--- src/rtl/inst_fetch.sv ---
// Instruction fetch: PC register, InstMem address drive, 2-entry prefetch buffer to decode.
// Optional FETCH_HALT_EN: stop fetching after a SYSTEM opcode is buffered.
module inst_fetch #(
  parameter int ADDR_W   = 6,
  parameter int DATA_W   = 32,
  parameter int RESET_PC = 0
) (
  input  logic              clk,
  input  logic              rst,
  output logic [ADDR_W-1:0] imem_addr,
  input  logic [DATA_W-1:0] imem_data,
  input  logic              br_valid,
  input  logic [ADDR_W-1:0] br_target,
  output logic              out_valid,
  input  logic              out_ready,
  output logic [DATA_W-1:0] out_inst,
  output logic [ADDR_W-1:0] out_pc,
  output logic              halted
);

  logic [ADDR_W-1:0] pc_q, pc_d;
  logic [1:0]        count_q, count_d;
  // Entry 0 is always the head; entry 1 only meaningful when count is 2.
  logic [ADDR_W-1:0] e0_pc_q, e0_pc_d, e1_pc_q, e1_pc_d;
  logic [DATA_W-1:0] e0_inst_q, e0_inst_d, e1_inst_q, e1_inst_d;
  logic              halted_q;
  logic              pop, fetch;

`ifdef FETCH_HALT_EN
  logic halted_d;
`else
  assign halted_q = 1'b0;
`endif

  assign imem_addr = pc_q;
  assign out_valid = (count_q != 2'd0);
  assign out_inst  = e0_inst_q;
  assign out_pc    = e0_pc_q;
  assign halted    = halted_q;

  assign pop   = out_valid & out_ready & ~br_valid;
  assign fetch = ~halted_q & ~br_valid & ((count_q != 2'd2) | pop);

  always_comb begin
    pc_d      = pc_q;
    count_d   = count_q;
    e0_pc_d   = e0_pc_q;
    e0_inst_d = e0_inst_q;
    e1_pc_d   = e1_pc_q;
    e1_inst_d = e1_inst_q;
`ifdef FETCH_HALT_EN
    halted_d  = halted_q;
`endif
    if (br_valid) begin
      count_d  = 2'd0;
      pc_d     = br_target;
`ifdef FETCH_HALT_EN
      halted_d = 1'b0;
`endif
    end else begin
      if (fetch) pc_d = pc_q + 1'b1;
      unique case ({fetch, pop})
        2'b11: begin
          if (count_q == 2'd2) begin
            e0_pc_d   = e1_pc_q;
            e0_inst_d = e1_inst_q;
            e1_pc_d   = pc_q;
            e1_inst_d = imem_data;
          end else begin
            e0_pc_d   = pc_q;
            e0_inst_d = imem_data;
          end
        end
        2'b10: begin
          if (count_q == 2'd0) begin
            e0_pc_d   = pc_q;
            e0_inst_d = imem_data;
          end else begin
            e1_pc_d   = pc_q;
            e1_inst_d = imem_data;
          end
          count_d = count_q + 2'd1;
        end
        2'b01: begin
          // Draining the last entry leaves entry 0 in place so the outputs hold.
          if (count_q == 2'd2) begin
            e0_pc_d   = e1_pc_q;
            e0_inst_d = e1_inst_q;
          end
          count_d = count_q - 2'd1;
        end
        default: ;
      endcase
`ifdef FETCH_HALT_EN
      if (fetch && imem_data[6:0] == 7'b1110011) halted_d = 1'b1;
`endif
    end
  end

  always_ff @(posedge clk) begin
    if (rst) begin
      pc_q      <= ADDR_W'(RESET_PC);
      count_q   <= 2'd0;
      e0_pc_q   <= '0;
      e0_inst_q <= '0;
      e1_pc_q   <= '0;
      e1_inst_q <= '0;
`ifdef FETCH_HALT_EN
      halted_q  <= 1'b0;
`endif
    end else begin
      pc_q      <= pc_d;
      count_q   <= count_d;
      e0_pc_q   <= e0_pc_d;
      e0_inst_q <= e0_inst_d;
      e1_pc_q   <= e1_pc_d;
      e1_inst_q <= e1_inst_d;
`ifdef FETCH_HALT_EN
      halted_q  <= halted_d;
`endif
    end
  end

endmodule

--- config.mk ---
export PLATFORM = sky130hd
export DESIGN_NAME = inst_fetch
export DESIGN_NICKNAME = d
export VERILOG_FILES = /design/src/rtl/inst_fetch.sv
export SDC_FILE = /design/constraint.sdc
export NUM_CORES = 1
export LEC_CHECK = 0
export CAP_MARGIN = 10
export CORE_ASPECT_RATIO = 1.25
export CORE_MARGIN = 1
export CORE_UTILIZATION = 23
export CTS_CLUSTER_DIAMETER = 120
export DETAILED_ROUTE_END_ITERATION = 10
export MAX_ROUTING_LAYER = met4
export PLACE_DENSITY_LB_ADDON = 0.15
export SYNTH_ARGS = -nofsm -noshare
export SYNTH_HDL_FRONTEND = slang
export SYNTH_SLANG_ARGS = --single-unit
--- constraint.sdc ---
create_clock -name clk -period 2.6 [get_ports clk]
set_input_delay 0.65 -clock clk [delete_from_list [all_inputs] [get_ports clk]]
set_output_delay 0.65 -clock clk [all_outputs]
set_load 0.01 [all_outputs]
==> results.sh, run 1 <==
export IMPL_status="finished, violations left"
export IMPL_violations="design-rule violations"
export IMPL_routabilityCongestion=0.717
export IMPL_power_density_nw_per_um2=660
export IMPL_grt_util_met2_pct=20.9
export IMPL_clock_fmax_mhz=443
export IMPL_crit_required_ns=1.95
export IMPL_r2r_end="out_inst[11]$_SDFFE_PP0P_"
export IMPL_rsz0062_at_grt="no"
export IMPL_fin_crit_sh_pct=86.7
export IMPL_cts_resized_gates=0
export IMPL_yosysSeqAreaShare_pct=48.6
export IMPL_drive_gt1_share_pct=8.46
export IMPL_clk_insertion_delay_late_ns=0.33
export IMPL_seq_area_um2=1680
export IMPL_total_power_mw=3.17
export IMPL_setup_tns_ns=0
export IMPL_drt_wl_total_um=9520
export IMPL_worstPathArrival_ns=1.60
export IMPL_gr_usage_met3_pct=3.32
export IMPL_min_period_ns=2.25
export IMPL_htreeDepth=3
export IMPL_ys_warn_count=0
export IMPL_relSlewSlack_pct=65.7
export IMPL_min_path_type="register to register"
export IMPL_postCtsHoldBufs=0
export IMPL_syn_avg_cell_area_um2=8.04
export IMPL_cts_setup_buffers=0
export IMPL_core_area_um2=14500
export IMPL_hp_start="e1_inst_q[7]$_SDFFE_PP0P_"
export IMPL_crit_fanout=8
export IMPL_start_util_pct=23.8
export IMPL_gr_usage_all_layers_pct=13.0
export IMPL_wl_per_cell_um=13.9
export IMPL_cts_tree="yes"
export IMPL_cts_buffers=9
export IMPL_syn2layout_area_growth_pct=38.8
export IMPL_fp_row_count=49
export IMPL_grt_max_degree=47
export IMPL_r2r_cells=4
export IMPL_fp_dieW_um=112
export IMPL_postRouteAntennaNets=0
export IMPL_end_kind="output pin"
export IMPL_fillCellCount=1523
export IMPL_whs_endpoint="e1_inst_q[7]$_SDFFE_PP0P_"
export IMPL_worst_slew_pin_slew_ns=0.514
export IMPL_vdd_ir_drop_worst_uv=242
export IMPL_antennaDiodeCount=0
export IMPL_syn_num_nets=474
export IMPL_finalClockSkew_ns=0.00444
export IMPL_hold_depth=2
export IMPL_start_kind="register"
export IMPL_top_usage_layer="met2"
export IMPL_cts_sinks=84
export IMPL_dieArea_um2=15600
export IMPL_clk_path_buf_depth=2
export IMPL_drtPass1Iterations=7
export IMPL_maxCapViolations=0
export IMPL_num_io_pins=88
export IMPL_synth_seq_cells=84
export IMPL_dp_hpwl_um=6020
export IMPL_postPlaceCellArea_um2=4500
export IMPL_clkTransAtPathRegs_ns=0.06
export IMPL_r2r_start="count_q[0]$_SDFFE_PP0N_"
export IMPL_grt_util_met1_pct=15.5
export IMPL_slew_violations=0
export IMPL_drtIter0Drc=130
export IMPL_hold_viol=0
export IMPL_r2r_slack_ns=0.77
export IMPL_antenna_found_initial=0
export IMPL_grt_pass1_wl_um=15200
export IMPL_yosysUniqueCellTypes=31
export IMPL_cts_root_buf="clkbuf_16"
export IMPL_port_buffers=86
export IMPL_design_area_um2=4810
export IMPL_grt_ovfl_total=0
export IMPL_grt_pass1_vias=2919
export IMPL_viasPerCell=4.48
export IMPL_final_setup_viol_count=0
export IMPL_netlist_area_um2=3460
export IMPL_p_leak_nw=1.70
export IMPL_path_class="register to output pin"
export IMPL_drc=4
export IMPL_synth_cells=431
export IMPL_fin_nets=546
export IMPL_multi_input_area_um2=1610
export IMPL_die_h_um=139
export IMPL_vias=3075
## synthesized netlist by cell type
cell	instances	area (um^2)
nor3_1	9	45.0
nand3b_1	1	7.51
mux2_2	1	11.3
a311oi_1	29	254
clkinv_1	1	3.75
dfxtp_1	84	1680
xor2_1	2	17.5
a311oi_2	10	150
nor2b_1	3	18.8
o21ai_0	1	5.00
nor2_1	57	214
a21oi_2	1	8.76
nand2_1	142	533
ha_1	1	12.5
xnor2_1	3	26.3
a211oi_1	5	37.5
o2bb2ai_1	1	8.76
clkbuf_1	14	52.6
conb_1	1	3.75
buf_2	15	75.1
a21oi_1	33	165
nand2b_1	2	12.5
buf_4	4	30.0
a211o_1	1	8.76
o31ai_1	1	7.51
inv_1	1	3.75
buf_6	3	33.8
or2_4	1	8.76
nand3_1	2	10.0
nor3b_1	1	7.51
o2111ai_1	1	8.76
## logic make-up (layout without fill, tap and decap cells)
| logic type | count (synthesis) | count (layout) | synth area share, % |
|---|---|---|---|
| compound gates | 83 | 83 | 18.9 |
| fa+ha+maj | 1 | 1 | 0.361 |
| flops | 84 | 84 | 48.6 |
| buf+inv | 38 | 115 | 5.74 |
| other cells | 1 | 1 | 0.108 |
| mux | 1 | 1 | 0.325 |
| simple gates | 218 | 218 | 24.7 |
| xor+xnor | 5 | 5 | 1.26 |
## critical path: stages, from the launching register on
cell	delay, ns
dfxtp_1	0.52
or2_4	0.22
clkdlybuf4s50_1	0.54
## stage by stage
step                      utilization, %  hold WS (ns)  setup WS (ns)  std cells
after floorplan                        -         0.432           1.00        431
after detailed placement            31.0         0.443          0.270        670
final                               33.1         0.449          0.345        686
after global placement              31.0         0.439          0.300        670
after global routing                33.1         0.468          0.278        686
after CTS                           33.1         0.452          0.326        686
## state kept, by name, summed over array words and instances (netlist names)
register,flops
imem_addr,6
count_q,2
out_inst,32
e1_inst_q,32
out_pc,6
e1_pc_q,6
## how the worst max path moves through the flow
stage | from | end | slack, ns | depth (start not counted)
after floorplan | br_valid | e1_inst_q[11]$_SDFFE_PP0P_ | 1.00 | 6
after global placement | br_valid | imem_addr[5]$_SDFFE_PP0P_ | 0.30 | 5
after detailed placement | br_valid | imem_addr[5]$_SDFFE_PP0P_ | 0.27 | 5
after CTS | count_q[0]$_SDFFE_PP0N_ | out_valid | 0.33 | 2
after global routing | count_q[0]$_SDFFE_PP0N_ | out_valid | 0.28 | 2
final | count_q[0]$_SDFFE_PP0N_ | out_valid | 0.35 | 2
## layout by cell type, fill, tap and decap left out, types with 3 or more instances in the layout
cell type,instances
nand2_1,142
clkdlybuf4s50_1,85
dfxtp_1,84
nor2_1,57
a21oi_1,33
a311oi_1,29
a311oi_2,10
nor3_1,9
clkbuf_16,9
buf_4,9
a211oi_1,4
xnor2_1,3
buf_12,3
## cell type report
cell class / instances / area share [%]
clock buffer: 12 / 5.34
tap: 178 / 4.63
timing repair buffer: 97 / 20.4
inverter: 2 / 0.156
clock inverter: 4 / 0.989
sequential: 84 / 35.0
multi-input combinational: 309 / 33.6
## metal layers
layer  part of all wire [%]  wire length [um]  up-vias
li1                       -                 -     1601
met1                     46              4350     1416
met2                     49              4640       51
met3                    4.4               419        7
met4                    1.2               114        0
met5                      0                 0        -
## power by group
part | switching [mW] | total, mW | internal (mW)
Combinational | 0.217 | 0.454 | 0.237
Sequential | 0.0500 | 1.42 | 1.37
Clock | 0.510 | 1.30 | 0.794
Note: power is estimated with default switching activity, not from simulation.
==> run 2, diff against run 1 <==
- CORE_MARGIN: 1 -> 2
==> run 2 against run 1 <==
The run now ends clean. Via count about the same. Clock power up 14%. Fmax increased by 0.32%. Critical path type unchanged.
==> results.sh, run 2 (synthesis gave the netlist of run 1 again) <==
export IMPL_port_buffers=86
export IMPL_finalClockSkew_ns=0.00771
export IMPL_p_comb_share_pct=13.4
export IMPL_seq_power_share_pct=42.3
export IMPL_power_density_nw_per_um2=690
export IMPL_slew_violations=0
export IMPL_drtPass1Iterations=4
export IMPL_antenna_found_initial=0
export IMPL_viasPerCell=4.47
export IMPL_setup_tns_ns=0
export IMPL_r2r_end="out_inst[8]$_SDFFE_PP0P_"
export IMPL_clkTransAtPathRegs_ns=0.06
export IMPL_grt_pass1_vias=2875
export IMPL_hold_viol=0
export IMPL_r2r_start="count_q[0]$_SDFFE_PP0N_"
export IMPL_final_cell_mix="nand2_1 (142), clkdlybuf4s50_1 (85), dfxtp_1 (84), nor2_1 (57), a21oi_1 (33)"
export IMPL_clock_fmax_mhz=445
export IMPL_die_h_um=141
export IMPL_gr_usage_all_layers_pct=11.8
export IMPL_switchingPower_mw=0.775
export IMPL_wl_per_cell_um=13.2
export IMPL_drtIter0Drc=131
export IMPL_maxCapViolations=0
export IMPL_num_io_pins=88
export IMPL_crit_required_ns=1.95
export IMPL_r2r_cells=4
export IMPL_drc=0
export IMPL_path_class="register to output pin"
export IMPL_cts_resized_gates=0
export IMPL_final_setup_viol_count=0
export IMPL_fp_row_count=50
export IMPL_relSlewSlack_pct=63.6
export IMPL_critical_path_startpoint="count_q[0]$_SDFFE_PP0N_"
export IMPL_status="finished, final reports clean"
export IMPL_dieArea_um2=16100
export IMPL_start_kind="register"
export IMPL_vdd_ir_drop_worst_uv=256
export IMPL_vias=3073
export IMPL_clk_path_buf_depth=2
export IMPL_grt_ovfl_total=0
export IMPL_cts_buffers=9
export IMPL_min_period_ns=2.25
export IMPL_drt_wl_total_um=9080
export IMPL_crit_fanout=8
export IMPL_dp_hpwl_um=5910
export IMPL_worst_slew_pin_slew_ns=0.545
export IMPL_core_area_um2=14800
export IMPL_min_path_type="register to register"
export IMPL_p_int_mw=2.56
export IMPL_cts_tree="yes"
export IMPL_start_util_pct=23.4
export IMPL_postRouteAntennaNets=0
export IMPL_htreeDepth=3
export IMPL_fp_dieW_um=114
export IMPL_rsz0062_at_grt="no"
export IMPL_fin_crit_sh_pct=86.4
export IMPL_p_leak_nw=1.71
export IMPL_mostFrequentLayoutCell="nand2_1"
export IMPL_cts_root_buf="clkbuf_16"
export IMPL_syn2layout_area_growth_pct=39.6
export IMPL_drive_gt1_share_pct=8.12
export IMPL_hold_slack_ns=0.449
export IMPL_clk_insertion_delay_late_ns=0.34
export IMPL_total_power_mw=3.34
export IMPL_cts_setup_buffers=0
export IMPL_p_clk_share_pct=44.3
export IMPL_postCtsHoldBufs=0
export IMPL_end_kind="output pin"
export IMPL_r2r_slack_ns=0.78
export IMPL_grt_max_degree=47
export IMPL_antennaDiodeCount=0
export IMPL_fin_nets=543
export IMPL_cts_sinks=84
export IMPL_routabilityCongestion=0.700
export IMPL_endpoint="out_valid"
export IMPL_grt_pass1_wl_um=14600
export IMPL_switching_share_pct=23.2
export IMPL_worstPathArrival_ns=1.60
run 2: worst max-delay path, stage by stage (launching register included):
cell and delay, ns:
dfxtp_1 0.52, or2_4 0.21, clkdlybuf4s50_1 0.53
run 2: area by class of cell:
cell class | instances | area, um^2
Clock buffer | 10 | 239
Clock inverter | 6 | 111
Fill cell | 1535 | 9990
Inverter | 2 | 7.51
Multi-Input combinational cell | 309 | 1610
Sequential cell | 84 | 1680
Tap cell | 182 | 228
Timing Repair Buffer | 94 | 956
run 2: per-stage QoR:
step	cell area (um^2)	std cells	setup WS [ns]	utilization (%)
after global routing	4840	687	0.264	32.6
final	4840	687	0.352	32.6
after detailed placement	4490	671	0.139	30.3
after CTS	4840	687	0.331	32.6
after global placement	4490	671	0.188	30.3
after floorplan	3460	431	1.00	-
run 2: how the worst min path moves through the flow:
stage / startpoint / endpoint / slack, ns / cells after the start
global route: e1_inst_q[2]$_SDFFE_PP0P_ / e1_inst_q[2]$_SDFFE_PP0P_ / 0.47 / 2
global placement: e1_inst_q[3]$_SDFFE_PP0P_ / e1_inst_q[3]$_SDFFE_PP0P_ / 0.44 / 2
CTS: e1_inst_q[23]$_SDFFE_PP0P_ / e1_inst_q[23]$_SDFFE_PP0P_ / 0.45 / 2
finish: e1_inst_q[1]$_SDFFE_PP0P_ / e1_inst_q[1]$_SDFFE_PP0P_ / 0.45 / 2
detailed placement: e1_inst_q[23]$_SDFFE_PP0P_ / e1_inst_q[23]$_SDFFE_PP0P_ / 0.44 / 2
floorplan: e1_inst_q[0]$_SDFFE_PP0P_ / e1_inst_q[0]$_SDFFE_PP0P_ / 0.43 / 2
run 2: power groups by stage:
stage / clock (mW) / sequential, mW / combinational, mW
global route: 1.59 / 1.42 / 0.491
global placement: 0 / 1.44 / 0.450
detailed placement: 0 / 1.44 / 0.454
floorplan: 0 / 1.46 / 0.201
finish: 1.48 / 1.41 / 0.447
CTS: 1.53 / 1.42 / 0.456
run 2: routing by layer:
layer,GRT usage [%],wire (um),vias to the layer above
met1,14.2,4230,1406
met3,2.97,356,11
met5,-,0,-
li1,-,-,1598
met4,4.75,169,0
met2,19.1,4320,58
==> run 3, diff against run 2 <==
- MAX_ROUTING_LAYER: met4 -> unset
==> run 3 against run 2 <==
First-iteration DRC count decreased by 5.3%. Worst setup slack improved by 0.0015 ns. Flip-flop and latch count unchanged. Clock power about the same. Final cell count unchanged. Power about the same. Non-clock buffer count unchanged. Combinational power about the same. Die area unchanged. Clock skew about the same. Critical path depth unchanged. Fmax about the same. Critical path type unchanged. Largest cell class unchanged.
==> results.sh, run 3 (synthesis gave the netlist of run 1 again) <==
export IMPL_cts_root_buf="clkbuf_16"
export IMPL_cp_num_buf_inv=1
export IMPL_cp_slowest_cell="clkdlybuf4s50_1"
export IMPL_crit_fanout=8
export IMPL_relSlewSlack_pct=63.7
export IMPL_setup_tns_ns=0
export IMPL_drt_wl_total_um=9080
export IMPL_rsz0062_at_grt="no"
export IMPL_gr_usage_all_layers_pct=11.5
export IMPL_cts_sinks=84
export IMPL_fp_dieW_um=114
export IMPL_fp_row_count=50
export IMPL_hold_viol=0
export IMPL_postCtsHoldBufs=0
export IMPL_min_period_ns=2.25
export IMPL_final_cell_mix="nand2_1 (142), clkdlybuf4s50_1 (85), dfxtp_1 (84), nor2_1 (57), a21oi_1 (33)"
export IMPL_hp_start="e1_inst_q[1]$_SDFFE_PP0P_"
export IMPL_fin_crit_sh_pct=86.4
export IMPL_dp_hpwl_um=5910
export IMPL_cts_buffers=9
export IMPL_path_class="register to output pin"
export IMPL_slew_violations=0
export IMPL_routabilityCongestion=0.692
export IMPL_endpoint="out_valid"
export IMPL_drtIter0Drc=124
export IMPL_grt_ovfl_total=0
export IMPL_end_kind="output pin"
export IMPL_r2r_cells=4
export IMPL_final_core_util_pct=32.6
export IMPL_fin_nets=543
export IMPL_cts_resized_gates=0
export IMPL_dieArea_um2=16100
export IMPL_r2r_slack_ns=0.78
export IMPL_min_path_type="register to register"
export IMPL_postRouteAntennaNets=0
export IMPL_antennaDiodeCount=0
export IMPL_r2r_end="out_inst[8]$_SDFFE_PP0P_"
export IMPL_grt_pass1_vias=2876
export IMPL_clk_path_buf_depth=2
export IMPL_start_util_pct=23.4
export IMPL_clk_insertion_delay_late_ns=0.33
export IMPL_vias=3074
export IMPL_drtPass1Iterations=4
export IMPL_critical_path_startpoint="count_q[0]$_SDFFE_PP0N_"
export IMPL_grt_max_degree=47
export IMPL_crit_chain="or2_4, clkdlybuf4s50_1"
export IMPL_finalClockSkew_ns=0.00772
export IMPL_status="finished, final reports clean"
export IMPL_num_io_pins=88
export IMPL_r2r_start="count_q[0]$_SDFFE_PP0N_"
export IMPL_port_buffers=86
export IMPL_clkTransAtPathRegs_ns=0.06
export IMPL_crit_required_ns=1.95
export IMPL_htreeDepth=3
export IMPL_final_setup_viol_count=0
export IMPL_drive_gt1_share_pct=8.12
export IMPL_cp_slowest_stage_delay_ns=0.53
export IMPL_syn2layout_area_growth_pct=39.6
export IMPL_core_area_um2=14800
export IMPL_clock_fmax_mhz=445
export IMPL_antenna_found_initial=0
export IMPL_mostFrequentLayoutCell="nand2_1"
export IMPL_worst_path_stages=2
export IMPL_cts_tree="yes"
export IMPL_p_leak_nw=1.71
export IMPL_vdd_ir_drop_worst_uv=254
export IMPL_viasPerCell=4.47
export IMPL_power_density_nw_per_um2=690
export IMPL_grt_pass1_wl_um=14600
export IMPL_cts_setup_buffers=0
export IMPL_start_kind="register"
export IMPL_worstPathArrival_ns=1.60
export IMPL_drc=0
export IMPL_die_h_um=141
export IMPL_crit_family="buffers and inverters"
export IMPL_wl_per_cell_um=13.2
export IMPL_worst_slew_pin_slew_ns=0.544
export IMPL_maxCapViolations=0
run 3: per-layer routing:
| metal | global-route usage [%] | up-vias | routed length [um] |
|---|---|---|---|
| met5 | 0 | - | 0 |
| met4 | 4.75 | 0 | 173 |
| met3 | 3.05 | 12 | 369 |
| met2 | 19.1 | 58 | 4320 |
| met1 | 14.1 | 1406 | 4220 |
| li1 | - | 1598 | - |
run 3: tightest hold or removal path: stages (launching register included):
cell	delay, ns
dfxtp_1	0.31
nand2_1	0.05
a21oi_1	0.05
run 3: worst min path at each step:
stage,endpoint,slack (ns),cells after the start
floorplan,e1_inst_q[0]$_SDFFE_PP0P_,0.43,2
finish,e1_inst_q[1]$_SDFFE_PP0P_,0.45,2
global route,e1_inst_q[2]$_SDFFE_PP0P_,0.47,2
global placement,e1_inst_q[3]$_SDFFE_PP0P_,0.44,2
detailed placement,e1_inst_q[23]$_SDFFE_PP0P_,0.44,2
CTS,e1_inst_q[23]$_SDFFE_PP0P_,0.45,2
run 3: layout make-up:
class	count	area, um^2
clock buffer	10	239
clock inverter	6	111
fill	1535	9990
inverter	2	7.51
multi-input combinational	309	1610
sequential	84	1680
tap	182	228
timing repair buffer	94	956
run 3: report_power, final:
group          switching (mW)  total (mW)  internal, mW  leakage, nW
Clock                   0.512        1.48         0.965        0.169
Combinational           0.213       0.447         0.234        0.850
Sequential             0.0487        1.41          1.37        0.690
Total                   0.774        3.34          2.56         1.71
run 3: stage by stage:
step / area [um^2] / std cells / power (mW) / setup WS (ns) / hold WS (ns)
finish: 4840 / 687 / 3.34 / 0.354 / 0.449
CTS: 4840 / 687 / 3.40 / 0.331 / 0.453
global route: 4840 / 687 / 3.50 / 0.264 / 0.468
floorplan: 3460 / 431 / 1.66 / 1.00 / 0.432
global placement: 4490 / 671 / 1.89 / 0.188 / 0.437
detailed placement: 4490 / 671 / 1.90 / 0.139 / 0.444
